===== config.mk =====
export PLATFORM = sky130hd
export DESIGN_NAME = axi_id_remap_ctrl
export DESIGN_NICKNAME = d
export VERILOG_FILES = /design/src/rtl/axi_id_remap_ctrl.sv
export SDC_FILE = /design/constraint.sdc
export NUM_CORES = 1
export LEC_CHECK = 0
export BUFFER_PORTS_ARGS = -buffer_cell sky130_fd_sc_hd__buf_2
export CAP_MARGIN = 10
export CORE_MARGIN = 2
export CORE_UTILIZATION = 25
export CTS_CLUSTER_SIZE = 10
export DETAILED_ROUTE_END_ITERATION = 7
export PLACE_DENSITY_LB_ADDON = 0.1
export SYNTH_ARGS = -nofsm -noshare
export SYNTH_HDL_FRONTEND = slang
export SYNTH_SLANG_ARGS = --single-unit

===== constraint.sdc =====
create_clock -name clk -period 4.6 [get_ports clk]
set_clock_uncertainty 0.1 [all_clocks]
set_input_delay 0.23 -clock clk [delete_from_list [all_inputs] [get_ports clk]]
set_output_delay 0.23 -clock clk [all_outputs]
set_load 0.05 [all_outputs]

===== src/rtl/axi_id_remap_ctrl.sv =====
// AXI write-channel ID remapper: swaps wide AW IDs for compact table slots and
// restores them on B, with a flush handshake that quiesces the channel.
module axi_id_remap_ctrl #(
    parameter int ID_WIDTH_IN  = 8,
    parameter int ID_WIDTH_OUT = 6,
    parameter int AW_PL_WIDTH  = 32
) (
    input  logic                    clk,
    input  logic                    rst_n,
    input  logic                    s_aw_valid_i,
    output logic                    s_aw_ready_o,
    input  logic [ID_WIDTH_IN-1:0]  s_aw_id_i,
    input  logic [AW_PL_WIDTH-1:0]  s_aw_pl_i,
    output logic                    m_aw_valid_o,
    input  logic                    m_aw_ready_i,
    output logic [ID_WIDTH_OUT-1:0] m_aw_id_o,
    output logic [AW_PL_WIDTH-1:0]  m_aw_pl_o,
    input  logic                    m_b_valid_i,
    output logic                    m_b_ready_o,
    input  logic [ID_WIDTH_OUT-1:0] m_b_id_i,
    input  logic [1:0]              m_b_resp_i,
    output logic                    s_b_valid_o,
    input  logic                    s_b_ready_i,
    output logic [ID_WIDTH_IN-1:0]  s_b_id_o,
    output logic [1:0]              s_b_resp_o,
    output logic                    tbl_incr_o,
    output logic [ID_WIDTH_IN-1:0]  tbl_id_o,
    input  logic                    tbl_full_i,
    input  logic [ID_WIDTH_OUT-1:0] tbl_new_id_i,
    output logic                    tbl_release_o,
    output logic [ID_WIDTH_OUT-1:0] tbl_bid_o,
    input  logic [ID_WIDTH_IN-1:0]  tbl_orig_id_i,
    input  logic                    tbl_empty_i,
    input  logic                    flush_req_i,
    output logic                    flush_ack_o,
    output logic                    err_o
);

    typedef enum logic [1:0] {RUN, DRAIN, DONE} state_t;

    state_t state;
    logic   aw_hs;
    logic   b_hs;
    logic   drained;

    // tbl_full_i is the pre-release view, so a same-cycle release never unblocks AW
    assign s_aw_ready_o  = (state == RUN) & ~flush_req_i & ~tbl_full_i &
                           (~m_aw_valid_o | m_aw_ready_i);
    assign aw_hs         = s_aw_valid_i & s_aw_ready_o;
    assign tbl_incr_o    = aw_hs;
    assign tbl_id_o      = s_aw_id_i;

    assign m_b_ready_o   = ~s_b_valid_o | s_b_ready_i;
    assign b_hs          = m_b_valid_i & m_b_ready_o;
    assign tbl_release_o = b_hs;
    assign tbl_bid_o     = m_b_id_i;

    assign drained = tbl_empty_i & ~m_aw_valid_o & ~s_b_valid_o;

    always_ff @(posedge clk or negedge rst_n) begin
        if (!rst_n) begin
            m_aw_valid_o <= 1'b0;
            m_aw_id_o    <= '0;
            m_aw_pl_o    <= '0;
        end else if (aw_hs) begin
            m_aw_valid_o <= 1'b1;
            m_aw_id_o    <= tbl_new_id_i;
            m_aw_pl_o    <= s_aw_pl_i;
        end else if (m_aw_ready_i) begin
            m_aw_valid_o <= 1'b0;
        end
    end

    always_ff @(posedge clk or negedge rst_n) begin
        if (!rst_n) begin
            s_b_valid_o <= 1'b0;
            s_b_id_o    <= '0;
            s_b_resp_o  <= '0;
        end else if (b_hs) begin
            s_b_valid_o <= 1'b1;
            s_b_id_o    <= tbl_orig_id_i;
            s_b_resp_o  <= m_b_resp_i;
        end else if (s_b_ready_i) begin
            s_b_valid_o <= 1'b0;
        end
    end

    // A B with nothing outstanding is still forwarded; only the flag records it
    always_ff @(posedge clk or negedge rst_n) begin
        if (!rst_n)
            err_o <= 1'b0;
        else if (b_hs && tbl_empty_i)
            err_o <= 1'b1;
    end

    always_ff @(posedge clk or negedge rst_n) begin
        if (!rst_n) begin
            state       <= RUN;
            flush_ack_o <= 1'b0;
        end else begin
            case (state)
                RUN: begin
                    if (flush_req_i) state <= DRAIN;
                    flush_ack_o <= 1'b0;
                end
                DRAIN: begin
                    // A withdrawn request wins over a simultaneous drain completion
                    if (!flush_req_i) begin
                        state       <= RUN;
                        flush_ack_o <= 1'b0;
                    end else if (drained) begin
                        state       <= DONE;
                        flush_ack_o <= 1'b1;
                    end
                end
                DONE: begin
                    if (!flush_req_i) begin
                        state       <= RUN;
                        flush_ack_o <= 1'b0;
                    end
                end
                default: begin
                    state       <= RUN;
                    flush_ack_o <= 1'b0;
                end
            endcase
        end
    end

endmodule


==> run_results.csv <==
group,metric,value,unit
hold_path,min_delay_path_depth,2,
timing,tns,0,ns
timing,final-hold-violation-count,0,
finish,layout.nets,312,
clocking,cts_root_buffer,"clkbuf_8",
clocking,cts_tree,"built",
pwr,ir_drop,0.000136,V
die,dieArea,10100,µm²
yosys,yosysTopAreaCellShare,0.579,
die,core,9150,µm²
timing,worstMarginPinSlew,0.802,ns
die,die_h,101,µm
yosys,syn_area,2330,µm²
worst_setup_path,critPathMaxFanout,40,
grt,antenna_found_initial,0,
placement,place_area,2890,µm²
pwr,power.density,537,nW/µm²
die,die_w,101,µm
timing,setup_viol,0,
yosys,synth_enable_flop_cells,0,
worst_setup_path,r2r_end,"m_aw_pl_o[20]",
clocking,cts_setup_buffers,0,
timing,rsz0062_at_grt,"no",
finish,drive_gt1_frac,0.711,
timing,max_freq,397,MHz
worst_setup_path,r2r_setup_slack,2.38,ns
die,pin_count,141,
pwr,p_leak,1.61,nW
worst_setup_path,crit_chain,"nor4_4, nand3_4, inv_1, buf_2",
grt,grt_start_max_net_pins,55,
route,first_iter_violations,23,
worst_setup_path,critical_path_required,4.27,ns
route,via_per_inst,4.12,
timing,post-route-period-util,0.548,
run_status,run_status,"finished clean",
clocking,cts-resized-gates,0,
timing,setup_ws,2.08,ns
worst_setup_path,r2r-start,"state[1]",
worst_setup_path,reg2reg_depth,3,
run,max-cap-violations,0,
worst_setup_path,crit_family,"simple AND/OR/NAND/NOR gates",
yosys,syn_inst,139,
grt,grt_use_met3,0.0368,
route,wl,4860,µm
grt,grt.busiest_layer,"met2",
worst_setup_path,cpMaxStageDelayCell,"nand3_4",
yosys,yosysMostFrequentCell,"dfrtp_1",
grt,overflow,0,
grt,grt_pass1_vias,1509,
clocking,cts.clk_slew.worst_paths,0.10,ns
worst_setup_path,start_kind,"flip-flop",
yosys,yosys_register_bits,54,
die,num_rows,35,
worst_setup_path,crit_type,"flip-flop to output port",
placement,finalWeightedCongestion,0.639,
route,ant_nets,0,
route,wl_per_cell,13.8,µm
yosys,synth.yosys.seq_area_share,0.579,
yosys,avgSynthCellArea,16.8,µm²
timing,min_period,2.52,ns
yosys,ys_async_sr_fraction,1.00,
yosys,synth_area_leaders,"dfrtp_1 58%, mux2_4 24%, mux2_2 5.3%",
placement,port-buffer-count,112,
finish,area_growth,28.0,%
finish,final_area,2990,µm²
timing,slew_viol_final,0,
grt,grtUsageMet2,0.155,
yosys,synthesis.nets,210,
die,start_util,0.255,
clocking,cts_sinks,54,
grt,grt_usage,0.0955,
clocking,cts_buffers,5,
hold_path,hp-start,"m_b_valid_i",
finish,fillCellCount,941,
yosys,synth_common_cells,"54 x dfrtp_1, 38 x mux2_4, 14 x buf_4, 11 x mux2_2",
clocking,clock_path_buffers,2,
placement,detailed_place_hpwl,3350,µm
placement,pre_cts_slack,2.34,ns
clocking,htreeDepth,2,
hold_path,hold_path_class,"input port to flip-flop",
grt,grt_pass1_wl,7510,µm
worst_setup_path,crit_path_max_incr_delay,0.62,ns
yosys,ys.flop_type,"dfrtp_1",
clocking,cts-hold-fix-buffers,1,
route,via_count,1455,
clocking,clk_latency,0.30,ns
timing,relSlewSlack,0.465,
finish,diodes,0,
hold_path,worstHoldEndpoint,"s_b_valid_o",
worst_setup_path,worstPathArrival,2.19,ns
worst_setup_path,timing.critical_path.buf_inv,2,
route,drcViolationCount,0,
route,firstDrtPassIters,4,
yosys,synth.distinct_cells,19,
yosys,ys_warn_count,0,
grt,use_met1,0.115,
yosys,yosysTopAreaCell,"dfrtp_1",
worst_setup_path,setup.worst_path.end_class,"output port",
## per-stage QoR
step                hold WS [ns]  utilization  total power, mW  cells
floorplan                 -0.166            -             1.21    139
global placement           0.335        0.315             1.35    344
detailed placement         0.330        0.315             1.35    344
CTS                       0.0102        0.326             1.64    353
global route              0.0270        0.326             1.69    353
finish                    0.0336        0.326             1.60    353
## power by group
group / switching, mW / leakage [nW] / total [mW] / internal (mW)
Clock: 0.150 / 0.0482 / 0.272 / 0.122
Sequential: 0.0544 / 0.645 / 0.633 / 0.578
Combinational: 0.477 / 0.913 / 0.699 / 0.222
## how the worst max path moves through the flow
stage	startpoint	to	slack, ns	cells after the start
after global routing	state[1]	tbl_incr_o	1.87	4
after floorplan	s_b_valid_o	s_b_id_o[0]	2.35	4
after detailed placement	state[1]	tbl_incr_o	2.34	4
after CTS	state[1]	tbl_incr_o	1.98	4
after global placement	state[1]	tbl_incr_o	2.34	4
final	state[1]	tbl_incr_o	2.08	4
## registers in the layout, indices dropped and copies added, names as in the netlist, 2 cells and up
register    cells
s_b_resp_o      2
s_b_id_o        8
state           2
m_aw_pl_o      32
m_aw_id_o       6
## logic make-up (layout without fill, tap and decap cells)
family,count (synthesis),count (layout),share of synthesized area
compound gates,3,3,0.00912
simple gates,12,12,0.0445
mux,49,49,0.298
flops,54,54,0.579
buf+inv,21,124,0.0697
## worst register-to-register path, cell delays in order, from the launching register on
cell and delay [ns]:
dfrtp_1 0.46, nor4_4 0.35, nand3_4 0.62, mux2_4 0.58
## routing by layer
metal / wire (µm) / share of wire / vias to the layer above
li1: - / - / 663
met1: 2090 / 0.43 / 721
met2: 2330 / 0.48 / 65
met3: 385 / 0.079 / 6
met4: 47 / 0.0097 / 0
met5: 0 / 0 / -
## placed cells by master (no fill, tap or decap)
cell type	Yosys	layout
mux2_4	38	38
inv_1	2	2
mux2_2	11	11
dlygate4sd3_1	0	1
clkinv_2	0	1
clkbuf_1	0	1
nor4_4	1	1
nor3b_1	1	1
a21o_1	1	1
nand4bb_1	1	1
nand2b_1	4	4
buf_2	1	112
nor2_1	1	1
buf_4	14	1
clkbuf_8	0	6
nand3_4	1	1
nand2_1	1	1
and2_1	1	1
dfrtp_1	54	54
and2_2	1	1
a21oi_1	1	1
a221oi_1	1	1
## cell type report
type | count | area (µm²) | share of cell area
sequential | 54 | 1350 | 0.452
multi-input combinational | 64 | 820 | 0.274
timing repair buffer | 114 | 578 | 0.194
tap | 111 | 139 | 0.0465
clock buffer | 7 | 86.3 | 0.0289
inverter | 2 | 7.51 | 0.00251
clock inverter | 1 | 5.00 | 0.00168
(Power assumes the default switching activity.)
